File: config.mk
export PLATFORM = sky130hd
export DESIGN_NAME = elevator_request_scheduler
export DESIGN_NICKNAME = d
export VERILOG_FILES = /design/src/rtl/elevator_request_scheduler.sv
export SDC_FILE = /design/constraint.sdc
export NUM_CORES = 1
export LEC_CHECK = 0
export ABC_AREA = 1
export CAP_MARGIN = 10
export CELL_PAD_IN_SITES_DETAIL_PLACEMENT = 0
export CELL_PAD_IN_SITES_GLOBAL_PLACEMENT = 1
export CORE_ASPECT_RATIO = 1.25
export CORE_MARGIN = 2
export CORE_UTILIZATION = 38
export CTS_CLUSTER_SIZE = 8
export DETAILED_ROUTE_END_ITERATION = 12
export GPL_ROUTABILITY_DRIVEN = 0
export GPL_TIMING_DRIVEN = 0
export PLACE_DENSITY = 0.9
export SYNTH_ARGS = -nofsm -noshare
export SYNTH_HDL_FRONTEND = slang
export SYNTH_SLANG_ARGS = --single-unit
File: constraint.sdc
create_clock -name clock -period 2.39 [get_ports clock]
set_input_delay 0.239 -clock clock [delete_from_list [all_inputs] [get_ports clock]]
set_output_delay 0.239 -clock clock [all_outputs]
set_load 0.005 [all_outputs]
File: src/rtl/elevator_request_scheduler.sv
// elevator_request_scheduler
//
// Latches hall-call and cab-panel requests into sticky lamp registers and picks
// the next target floor with a LOOK (directional sweep) policy. It then hands
// the target to the motion FSM and holds activate high until arrival. Finally
// it times the door dwell at each serviced stop.
//
// Ports:
//   clock          system clock, rising-edge active
//   reset          asynchronous, active-high reset
//   call_req       debounced hall-call buttons (level, one bit per floor)
//   panel_req      debounced cab destination buttons (level, one bit per floor)
//   current_floor  car position reported by the motion FSM
//   arrived        one-cycle pulse from the FSM when the car stopped at target
//   emergency      emergency stop (level)
//   power_on       main power switch (level)
//   target_floor   floor dispatched to the FSM
//   direction_up   sweep direction, 1 = up, 0 = down
//   activate       dispatch valid, held until arrival
//   door_hold      high while the door dwell runs
//   call_lights    latched pending hall calls
//   panel_lights   latched pending cab requests
//   sched_idle     high when idle with nothing pending
module elevator_request_scheduler #(
    parameter int NUM_FLOORS   = 11,
    parameter int FLOOR_BITS   = 4,
    parameter int DWELL_CYCLES = 16
) (
    input  logic                  clock,
    input  logic                  reset,
    input  logic [NUM_FLOORS-1:0] call_req,
    input  logic [NUM_FLOORS-1:0] panel_req,
    input  logic [FLOOR_BITS-1:0] current_floor,
    input  logic                  arrived,
    input  logic                  emergency,
    input  logic                  power_on,
    output logic [FLOOR_BITS-1:0] target_floor,
    output logic                  direction_up,
    output logic                  activate,
    output logic                  door_hold,
    output logic [NUM_FLOORS-1:0] call_lights,
    output logic [NUM_FLOORS-1:0] panel_lights,
    output logic                  sched_idle
);

    localparam int CNT_W = $clog2(DWELL_CYCLES + 1);

    typedef enum logic [2:0] {
        ST_IDLE,
        ST_SELECT,
        ST_MOVING,
        ST_DWELL,
        ST_HALT
    } state_t;

    state_t                  state_q, state_d;
    logic [FLOOR_BITS-1:0]   target_q, target_d;
    logic                    dir_up_q, dir_up_d;
    logic [CNT_W-1:0]        count_q, count_d;
    logic [NUM_FLOORS-1:0]   call_q, call_d;
    logic [NUM_FLOORS-1:0]   panel_q, panel_d;

    logic [NUM_FLOORS-1:0]   pending;
    logic [NUM_FLOORS-1:0]   here_mask;
    logic [NUM_FLOORS-1:0]   clear_mask;
    logic [NUM_FLOORS-1:0]   call_set;
    logic [NUM_FLOORS-1:0]   panel_set;
    logic [FLOOR_BITS-1:0]   up_floor;
    logic [FLOOR_BITS-1:0]   down_floor;
    logic                    up_found;
    logic                    down_found;
    logic                    pending_here;
    logic                    press_here;
    logic                    halt_cond;

    assign pending      = call_q | panel_q;
    assign pending_here = |(pending & here_mask);
    assign press_here   = |((call_req | panel_req) & here_mask);
    assign halt_cond    = emergency | ~power_on;

    // Floor search. here_mask stays all-zero when current_floor is out of range.
    // In that case nothing counts as "at the current floor", and the searches
    // below still find the nearest pending floor on either side.
    // The up search keeps the lowest hit above the car.
    // The down search keeps the highest hit below the car.
    always_comb begin
        here_mask  = '0;
        up_floor   = '0;
        up_found   = 1'b0;
        down_floor = '0;
        down_found = 1'b0;
        for (int i = 0; i < NUM_FLOORS; i++) begin
            here_mask[i] = (current_floor == FLOOR_BITS'(i));
        end
        for (int i = NUM_FLOORS - 1; i >= 0; i--) begin
            if (pending[i] && (FLOOR_BITS'(i) > current_floor)) begin
                up_found = 1'b1;
                up_floor = FLOOR_BITS'(i);
            end
        end
        for (int i = 0; i < NUM_FLOORS; i++) begin
            if (pending[i] && (FLOOR_BITS'(i) < current_floor)) begin
                down_found = 1'b1;
                down_floor = FLOOR_BITS'(i);
            end
        end
    end

    // Next state, dispatch and lamp update. Halt overrides everything, and a
    // dispatched target is never changed until the car reports arrival there.
    // Clears are applied after sets, so a service clear always wins.
    // Loss of power wipes all lamps regardless of state.
    always_comb begin
        state_d    = state_q;
        target_d   = target_q;
        dir_up_d   = dir_up_q;
        count_d    = count_q;
        clear_mask = '0;
        call_set   = call_req;
        panel_set  = panel_req;

        if (halt_cond) begin
            state_d = ST_HALT;
        end else begin
            case (state_q)
                ST_IDLE: begin
                    if (|pending) begin
                        state_d = ST_SELECT;
                    end
                end
                ST_SELECT: begin
                    if (!(|pending)) begin
                        state_d = ST_IDLE;
                    end else if (pending_here) begin
                        clear_mask = here_mask;
                        count_d    = CNT_W'(DWELL_CYCLES);
                        state_d    = ST_DWELL;
                    end else if (dir_up_q ? up_found : down_found) begin
                        target_d = dir_up_q ? up_floor : down_floor;
                        state_d  = ST_MOVING;
                    end else begin
                        // Nothing ahead: reverse the sweep.
                        dir_up_d = ~dir_up_q;
                        target_d = dir_up_q ? down_floor : up_floor;
                        state_d  = ST_MOVING;
                    end
                end
                ST_MOVING: begin
                    if (arrived && (current_floor == target_q)) begin
                        clear_mask = here_mask;
                        count_d    = CNT_W'(DWELL_CYCLES);
                        state_d    = ST_DWELL;
                    end
                end
                ST_DWELL: begin
                    // A press for the open floor extends the dwell instead of
                    // becoming a new request.
                    if (press_here) begin
                        call_set  = call_req & ~here_mask;
                        panel_set = panel_req & ~here_mask;
                        count_d   = CNT_W'(DWELL_CYCLES);
                    end else if (count_q == CNT_W'(1)) begin
                        state_d = ST_SELECT;
                    end else begin
                        count_d = count_q - CNT_W'(1);
                    end
                end
                ST_HALT: begin
                    state_d = (|pending) ? ST_SELECT : ST_IDLE;
                end
                default: begin
                    state_d = ST_IDLE;
                end
            endcase
        end

        call_d  = (call_q | call_set) & ~clear_mask;
        panel_d = (panel_q | panel_set) & ~clear_mask;
        if (!power_on) begin
            call_d  = '0;
            panel_d = '0;
        end
    end

    always_ff @(posedge clock or posedge reset) begin
        if (reset) begin
            state_q  <= ST_IDLE;
            target_q <= '0;
            dir_up_q <= 1'b1;
            count_q  <= '0;
            call_q   <= '0;
            panel_q  <= '0;
        end else begin
            state_q  <= state_d;
            target_q <= target_d;
            dir_up_q <= dir_up_d;
            count_q  <= count_d;
            call_q   <= call_d;
            panel_q  <= panel_d;
        end
    end

    assign target_floor = target_q;
    assign direction_up = dir_up_q;
    assign activate     = (state_q == ST_MOVING);
    assign door_hold    = (state_q == ST_DWELL);
    assign call_lights  = call_q;
    assign panel_lights = panel_q;
    assign sched_idle   = (state_q == ST_IDLE) && !(|pending);

endmodule

==> impl_summary.txt, run 1 <==
----------------------------------------------------
[CTS]
  Cell chosen for the clock root ... clkbuf_8
  Clock tree from TritonCTS ... yes
  Number of H-tree levels ... 2
  Clock tree buffer depth ... 2
  Inserted Clock Buffers ... 5
  Clock transition time at the flip-flop clock pins of the worst setup and hold paths ... 0.08 ns
  Total clock sinks ... 35
  Quantity of hold-fixing buffers added after cts ... 0
  Clock insertion delay at the later pin of the skew report ... roughly 0.30 ns

[Logic synthesis]
  Synth Area in Compound Gates ... between 10 and 15%
  Area of the mapped netlist ... 2880 µm²
  Syn avg cell area ... 6.24 µm²
  Synthesized netlist net count ... ~500
  Mux cell area share after synthesis ... 0%
  Area fraction of the dominant cell type after synthesis ... ~30%
  Biggest area consumer among synthesized cells ... dfrtp_1
  Sequential cell area fraction in the yosys report ... 30.4%
  Ys Warns ... 0
  Post-Synth XOR/XNOR Area ... 1.21%
  Largest family of logic cells by synthesized area ... simple AND/OR/NAND/NOR gates
  Dominant cells by area after synthesis ... dfrtp_1, nand2_1, nor2_1
  Post-Synth Simple-Gate Area ... 43.0%
  Flip-flop and latch count after synthesis ... 35
  Arithmetic-cell share of the synthesized area counting full adders, half adders and majority gates ... 0.868%
  Mapped Cells ... about 460
  Number of distinct standard cells referenced by the synthesized netlist ... 34

[Timing]
  Final Hold Viols ... 0
  Final cycle utilization of the critical path ... a little over nine tenths
  Clock period minus final worst setup slack ... about 2.3 ns
  Worst Tran Pin Value ... 0.771 ns
  Max-slew headroom ... 48.6%
  Number of max-slew violations in the final report ... 0
  Highest attainable clock frequency ... 0.430 GHz
  Setup skew after layout ... 0.0142 ns
  WHS ... 0.396 ns
  Final setup violation count ... 0

[Setup path]
  Crit path launch type ... flip-flop
  Reg2Reg Depth ... 9
  Sort of element at the end of the critical path ... output port
  Data required time at the worst endpoint ... 2.15 ns
  Worst-case register-to-register setup slack ... 0.43 ns
  Type of the worst setup path ... reg2out
  Arrival time worst endpoint ... 2.09 ns
  Maximum net fanout on the critical path ... 4

[Power]
  Total internal power ... 1.10 mW
  Maximum vdd ir drop ... around 0.27 mV
  Total net switching power ... 0.587 mW
  Combinational fraction of design power ... between 30% and 40%
  Power per unit of standard cell area ... 456 nW/µm²
  Net Sw Frac ... 34.9%
  Seq pwr share ... between 40% and 50%
  Clock network fraction of design power ... roughly a quarter
  Leakage power figure ... 1.83 nW

[Final layout]
  Area occupied by registers ... 877 µm²
  Final #Nets ... 561
  Fraction of final layout cells sized beyond drive strength 1 ... 12.1%
  Number of standard cells in the layout, taps in and fillers out ... a little over 600
  Multi-input gate area in the final layout ... 1720 µm²
  FILL cells ... ~780
  Final design area excluding fillers ... 3690 µm²
  Antenna diode instance count ... 0
  Share of the core filled with cells ... 50.2%
  Layout-stage area growth over the synthesis result ... 28.0%

[Floorplan]
  I/O pin count ... 61
  Horizontal die dimension ... just over 80 µm
  Die outline height ... 101 µm
  CORE AREA ... 7360 µm²
  Site Rows ... 35
  Die area ... 8310 µm²
  Initial Utilization ... around two fifths

[Detailed routing]
  Remaining antenna violation count ... 0
  Detailed Route Iter0 Violations ... 186
  Top sig layer ... met4
  Vias after detailed routing ... 3206
  Routed length on met3 ... 322 µm
  Avg WL per Cell ... 13.7 µm
  Length of routed wiring on met1 ... roughly 3.7 mm
  Wire length on met2 ... 4.29 mm
  Detailed-routing iteration count for the pre-antenna-repair pass ... 6
  Total wirelength of the detailed-routed design ... 8.53 mm
  Routed vias/inst ... 5.16
  Post-detailed-route DRC marker count ... 0

[Place]
  Total cell area at the placement stage ... around 3600 µm²
  Port Buf Inserts ... a little under 60
  Cell total after placement ... approximately 610
  Final HPWL from detailed placement ... 6.82 mm

[Hold path]
  Hold WC Path Type ... in2async

[Global routing]
  Antenna violations before repair ... 0
  GR Util All Layers ... 22.0%
  Vias in the first global route ... 3112
  Remaining global-route overflow ... 0
  Maximum number of pins on one net before global-route repair ... 36
  Global-route wire length before repair ... 14.2 mm

[Flow run]
  Number of max-capacitance violations reported ... 0

[Outcome]
  Result of the run ... completed

----------------------------------------------------
-- placed cells by master (no fill, tap or decap), types with 3 or more instances in the layout --
| cell | instances |
|---|---|
| o21ai_0 | 29 |
| nor3_1 | 15 |
| nand4_1 | 3 |
| a31oi_1 | 20 |
| nor3_2 | 3 |
| o21ai_1 | 6 |
| nor2_1 | 65 |
| inv_2 | 10 |
| inv_1 | 61 |
| nand3_1 | 29 |
| dfrtp_1 | 34 |
| nor2_4 | 3 |
| nor2_2 | 15 |
| nand2_1 | 114 |
| clkbuf_8 | 5 |
| nand3_2 | 6 |
| clkdlybuf4s50_1 | 58 |
| nand2_2 | 10 |
| clkbuf_1 | 6 |
| a21oi_1 | 10 |
-- critical path, stage by stage, from the launching register on --
cell             delay (ns)
dfrtp_1                0.40
or2_2                  0.35
nor3_2                 0.25
nand3_2                0.14
nor2_2                 0.13
clkdlybuf4s50_1        0.51
-- per-layer routing --
layer  track usage, %  up-vias
li1                 -     1615
met1             27.0     1513
met2             39.5       67
met3             2.94       11
met4             6.41        0
met5                0        -
-- final timing paths --
path                                          startpoint                          end
worst max-delay path            call_lights[3]$_DFF_PP0_                   sched_idle
worst min-delay path                               reset    panel_lights[3]$_DFF_PP0_
worst max register to register  call_lights[3]$_DFF_PP0_  target_floor[1]$_DFFE_PP0P_
worst min register to register    count_q[4]$_DFFE_PP0P_       count_q[4]$_DFFE_PP0P_
max in group asynchronous                          reset    panel_lights[8]$_DFF_PP0_
min in group clock                count_q[4]$_DFFE_PP0P_       count_q[4]$_DFFE_PP0P_
-- stage by stage --
stage	setup TNS, ns	setup slack [ns]	total power [mW]
2_1_floorplan	0	0.784	1.01
3_3_place_gp	0	0.0511	1.24
3_5_place_dp	0	0.0139	1.25
4_1_cts	0	0.0204	1.69
5_1_grt	-0.000367	-0.000367	1.79
6_report	0	0.0636	1.68
-- kinds of logic after synthesis --
kind of cell	after synthesis
flip-flops	35
adder cells (fa/ha/maj)	2
AO/OA/AOI/OAI	72
AND/OR/NAND/NOR	269
XOR/XNOR	4
buffers and inverters	80
-- power by group through the flow --
| stage | registers (mW) | logic (mW) | clock network [mW] |
|---|---|---|---|
| floorplan | 0.704 | 0.305 | 0 |
| global route | 0.705 | 0.607 | 0.477 |
| global placement | 0.707 | 0.533 | 0 |
| CTS | 0.697 | 0.541 | 0.455 |
| detailed placement | 0.708 | 0.538 | 0 |
| finish | 0.696 | 0.540 | 0.446 |
-- sequential cells by signal, indices dropped and copies added (netlist names) --
register      cells
call_lights      11
state_q           3
count_q           5
target_floor      4
direction_up      1
panel_lights     11
-- Yosys cell counts --
| library cell | count |
|---|---|
| nand4_1 | 3 |
| nand3_2 | 5 |
| o21ai_1 | 6 |
| buf_2 | 1 |
| dfstp_2 | 1 |
| nor2_2 | 12 |
| or2_2 | 2 |
| o21ai_2 | 1 |
| o22ai_1 | 1 |
| o31ai_1 | 2 |
| clkbuf_1 | 6 |
| clkinv_1 | 1 |
| o21ai_0 | 29 |
| a31oi_1 | 20 |
| nor3_1 | 16 |
| nor3_2 | 2 |
| inv_1 | 62 |
| nand3_4 | 1 |
| a21boi_0 | 1 |
| nor2_8 | 1 |
| a21oi_1 | 10 |
| nand3b_1 | 2 |
| inv_2 | 9 |
| nor2_4 | 3 |
| xor2_1 | 2 |
| nand2_2 | 10 |
| nand3_1 | 30 |
| nor2_1 | 68 |
| xnor2_1 | 2 |
| buf_4 | 1 |
| ha_1 | 2 |
| o21bai_1 | 2 |
| dfrtp_1 | 34 |
| nand2_1 | 114 |
-- layout make-up --
class / instances / share of cell area [%]
plain buffers: 8 / 0.983
clock buffers: 6 / 1.97
well taps: 92 / 3.12
inverters: 72 / 7.32
multi-input cells: 347 / 46.6
flip-flops and latches: 35 / 23.8
repair buffers: 59 / 15.9
clock inverters: 2 / 0.339
-- timing repair --
action | 4_1_cts | 5_1_grt
pin swaps | 1 | 0
setup buffers | 1 | 0
endpoints found under the setup margin | 2 | 1
gates resized for setup | 2 | 4
No activity file was read; power rests on OpenSTA's default activity.
==> run 2, diff against run 1 <==
RECOVER_POWER = 25   (was not set)
==> impl_summary.txt, run 2 (synthesized netlist as in run 1, its figures left out) <==
----------------------------------------------------
[Setup path]
  Crit path launch type ... flip-flop
  Sort of element at the end of the critical path ... output port
  Reg2Reg Depth ... 9 (unchanged)
  Critical path launch point ... call_lights[3]$_DFF_PP0_
  Type of the worst setup path ... reg2out
  Maximum net fanout on the critical path ... 4 (unchanged)
  Data required time at the worst endpoint ... 2.15 ns (about the same)
  Critical path, cell by cell ... or2_2 > nor3_2 > nand3_2 > nor2_2 > clkdlybuf4s50_1
  Arrival time worst endpoint ... 2.09 ns (about the same)
  Reg-to-reg critical path startpoint ... call_lights[3]$_DFF_PP0_
  Critical Path Slowest Stage Cell ... clkdlybuf4s50_1
  Largest incremental delay on the critical path ... 0.51 ns (about the same)

[Floorplan]
  I/O pin count ... 61 (unchanged)
  CORE AREA ... 7360 µm² (unchanged)
  Horizontal die dimension ... 81.9 µm (unchanged)
  Site Rows ... 35 (unchanged)
  Die area ... 8310 µm² (unchanged)
  Initial Utilization ... 39.2% (unchanged)
  Die outline height ... 101 µm (unchanged)

[Power]
  Maximum vdd ir drop ... 0.272 mV (about the same)
  Leakage power figure ... 1.83 nW (about the same)
  Power per unit of standard cell area ... 456 nW/µm² (about the same)

[Hold path]
  Hold WC Path Type ... reg2reg
  Depth of the worst hold-timing path ... 2
  Startpoint of the tightest hold check path ... count_q[4]$_DFFE_PP0P_

[CTS]
  Inserted Clock Buffers ... 5 (unchanged)
  Clock transition time at the flip-flop clock pins of the worst setup and hold paths ... 0.08 ns (about the same)
  Clock tree buffer depth ... 2 (unchanged)
  Clock insertion delay at the later pin of the skew report ... 0.30 ns (about the same)
  Cell chosen for the clock root ... clkbuf_8
  Quantity of hold-fixing buffers added after cts ... 0 (unchanged)
  Clock tree from TritonCTS ... yes
  Number of H-tree levels ... 2 (unchanged)
  Total clock sinks ... 35 (unchanged)

[Final layout]
  Most common library cell in the layout ignoring fill and taps ... nand2_1
  Final #Nets ... 561 (unchanged)
  Fraction of final layout cells sized beyond drive strength 1 ... 11.9% (-0.19 points)
  Commonest cells after routing, fill and taps aside ... nand2_1, nor2_1, inv_1
  Number of standard cells in the layout, taps in and fillers out ... 621 (unchanged)
  Layout-stage area growth over the synthesis result ... 28.0% (unchanged)
  Final design area excluding fillers ... 3690 µm² (unchanged)
  FILL cells ... 776 (unchanged)
  Antenna diode instance count ... 0 (unchanged)

[Detailed routing]
  Total wirelength of the detailed-routed design ... 8.57 mm (+0.39%)
  Routed vias/inst ... 5.20 (+0.66%)
  Vias after detailed routing ... 3227 (+0.66%)
  Avg WL per Cell ... 13.8 µm (+0.39%)
  Post-detailed-route DRC marker count ... 0 (unchanged)
  Detailed-routing iteration count for the pre-antenna-repair pass ... 5 (-1)
  Remaining antenna violation count ... 0 (unchanged)
  Detailed Route Iter0 Violations ... 186 (unchanged)

[Global routing]
  Maximum number of pins on one net before global-route repair ... 36 (unchanged)
  Remaining global-route overflow ... 0 (unchanged)
  Vias in the first global route ... 3112 (unchanged)
  Antenna violations before repair ... 0 (unchanged)
  GR Util All Layers ... 22.0% (unchanged)
  Global-route wire length before repair ... 14.2 mm (unchanged)

[Timing]
  Number of max-slew violations in the final report ... 0 (unchanged)
  Highest attainable clock frequency ... 0.430 GHz (about the same)
  Setup skew after layout ... 0.0140 ns (-0.000174 ns)
  Max-slew headroom ... 6.20% (-42 points)
  Final setup violation count ... 0 (unchanged)
  Final cycle utilization of the critical path ... 97.4% (about the same)
  Worst Tran Pin Value ... 1.41 ns (+0.635 ns)
  Final Hold Viols ... 0 (unchanged)
  Clock period minus final worst setup slack ... 2.33 ns (+0.000231 ns)

[Place]
  Final HPWL from detailed placement ... 6.82 mm (unchanged)
  Cell total after placement ... 612 (unchanged)
  Port Buf Inserts ... 58 (unchanged)
  Total cell area at the placement stage ... 3580 µm² (unchanged)

[Outcome]
  Result of the run ... completed

[Flow run]
  Number of max-capacitance violations reported ... 0 (unchanged)

----------------------------------------------------
==> run 2: changes by cell type in the layout (fill, tap and decap cells not counted), sizes merged <==
cell           change
clkdlybuf4s50      -1
dlygate4sd3        +1
==> run 2: layout make-up <==
class	instances	area (µm²)	area share, %
multi-input combinational	347	1720	46.6
sequential	35	877	23.8
timing repair buffer	59	588	15.9
inverter	72	270	7.32
tap	92	115	3.12
clock buffer	6	72.6	1.97
buffer	8	36.3	0.983
clock inverter	2	12.5	0.339
==> run 2: final timing paths <==
path,endpoint,slack [ns]
worst max-delay path,sched_idle,0.06
worst min-delay path,count_q[4]$_DFFE_PP0P_,0.48
worst max register to register,target_floor[1]$_DFFE_PP0P_,0.43
worst min register to register,count_q[4]$_DFFE_PP0P_,0.48
max in group asynchronous,panel_lights[8]$_DFF_PP0_,0.76
min in group asynchronous,panel_lights[3]$_DFF_PP0_,0.78
==> run 2: what timing repair did <==
item	4_1_cts	5_1_grt
gates cloned	0	0
gates resized for setup	2	4
pin swaps	1	0
hold endpoints to repair	0	0
buffers inserted	1	0
endpoints found under the setup margin	2	1
==> run 2: metal layers <==
metal | part of all wire [%] | vias up | GRT usage [%]
met5 | 0 | - | 0
met1 | 43 | 1519 | 27.0
met3 | 4.3 | 11 | 2.94
met2 | 50 | 82 | 39.5
li1 | - | 1615 | -
met4 | 2.0 | 0 | 6.41
==> run 2: power breakdown <==
part	switching (mW)	total (mW)	internal [mW]
Combinational	0.300	0.541	0.240
Clock	0.242	0.446	0.204
Sequential	0.0460	0.696	0.650
==> run 2: critical path: cells and delay by family (launching register included) <==
family	cells	cell delay (ns)
simple gates	4	0.87
flops	1	0.40
buf+inv	1	0.51
==> run 2: metrics by stage <==
stage               util (%)  power, mW  setup slack [ns]    TNS, ns  hold slack (ns)
detailed placement      48.7       1.25            0.0139          0            0.468
floorplan                  -       1.01             0.784          0            0.377
CTS                     50.0       1.69            0.0204          0            0.435
finish                  50.2       1.68            0.0633          0            0.484
global route            50.2       1.79         -0.000367  -0.000367            0.534
global placement        48.7       1.24            0.0511          0            0.460
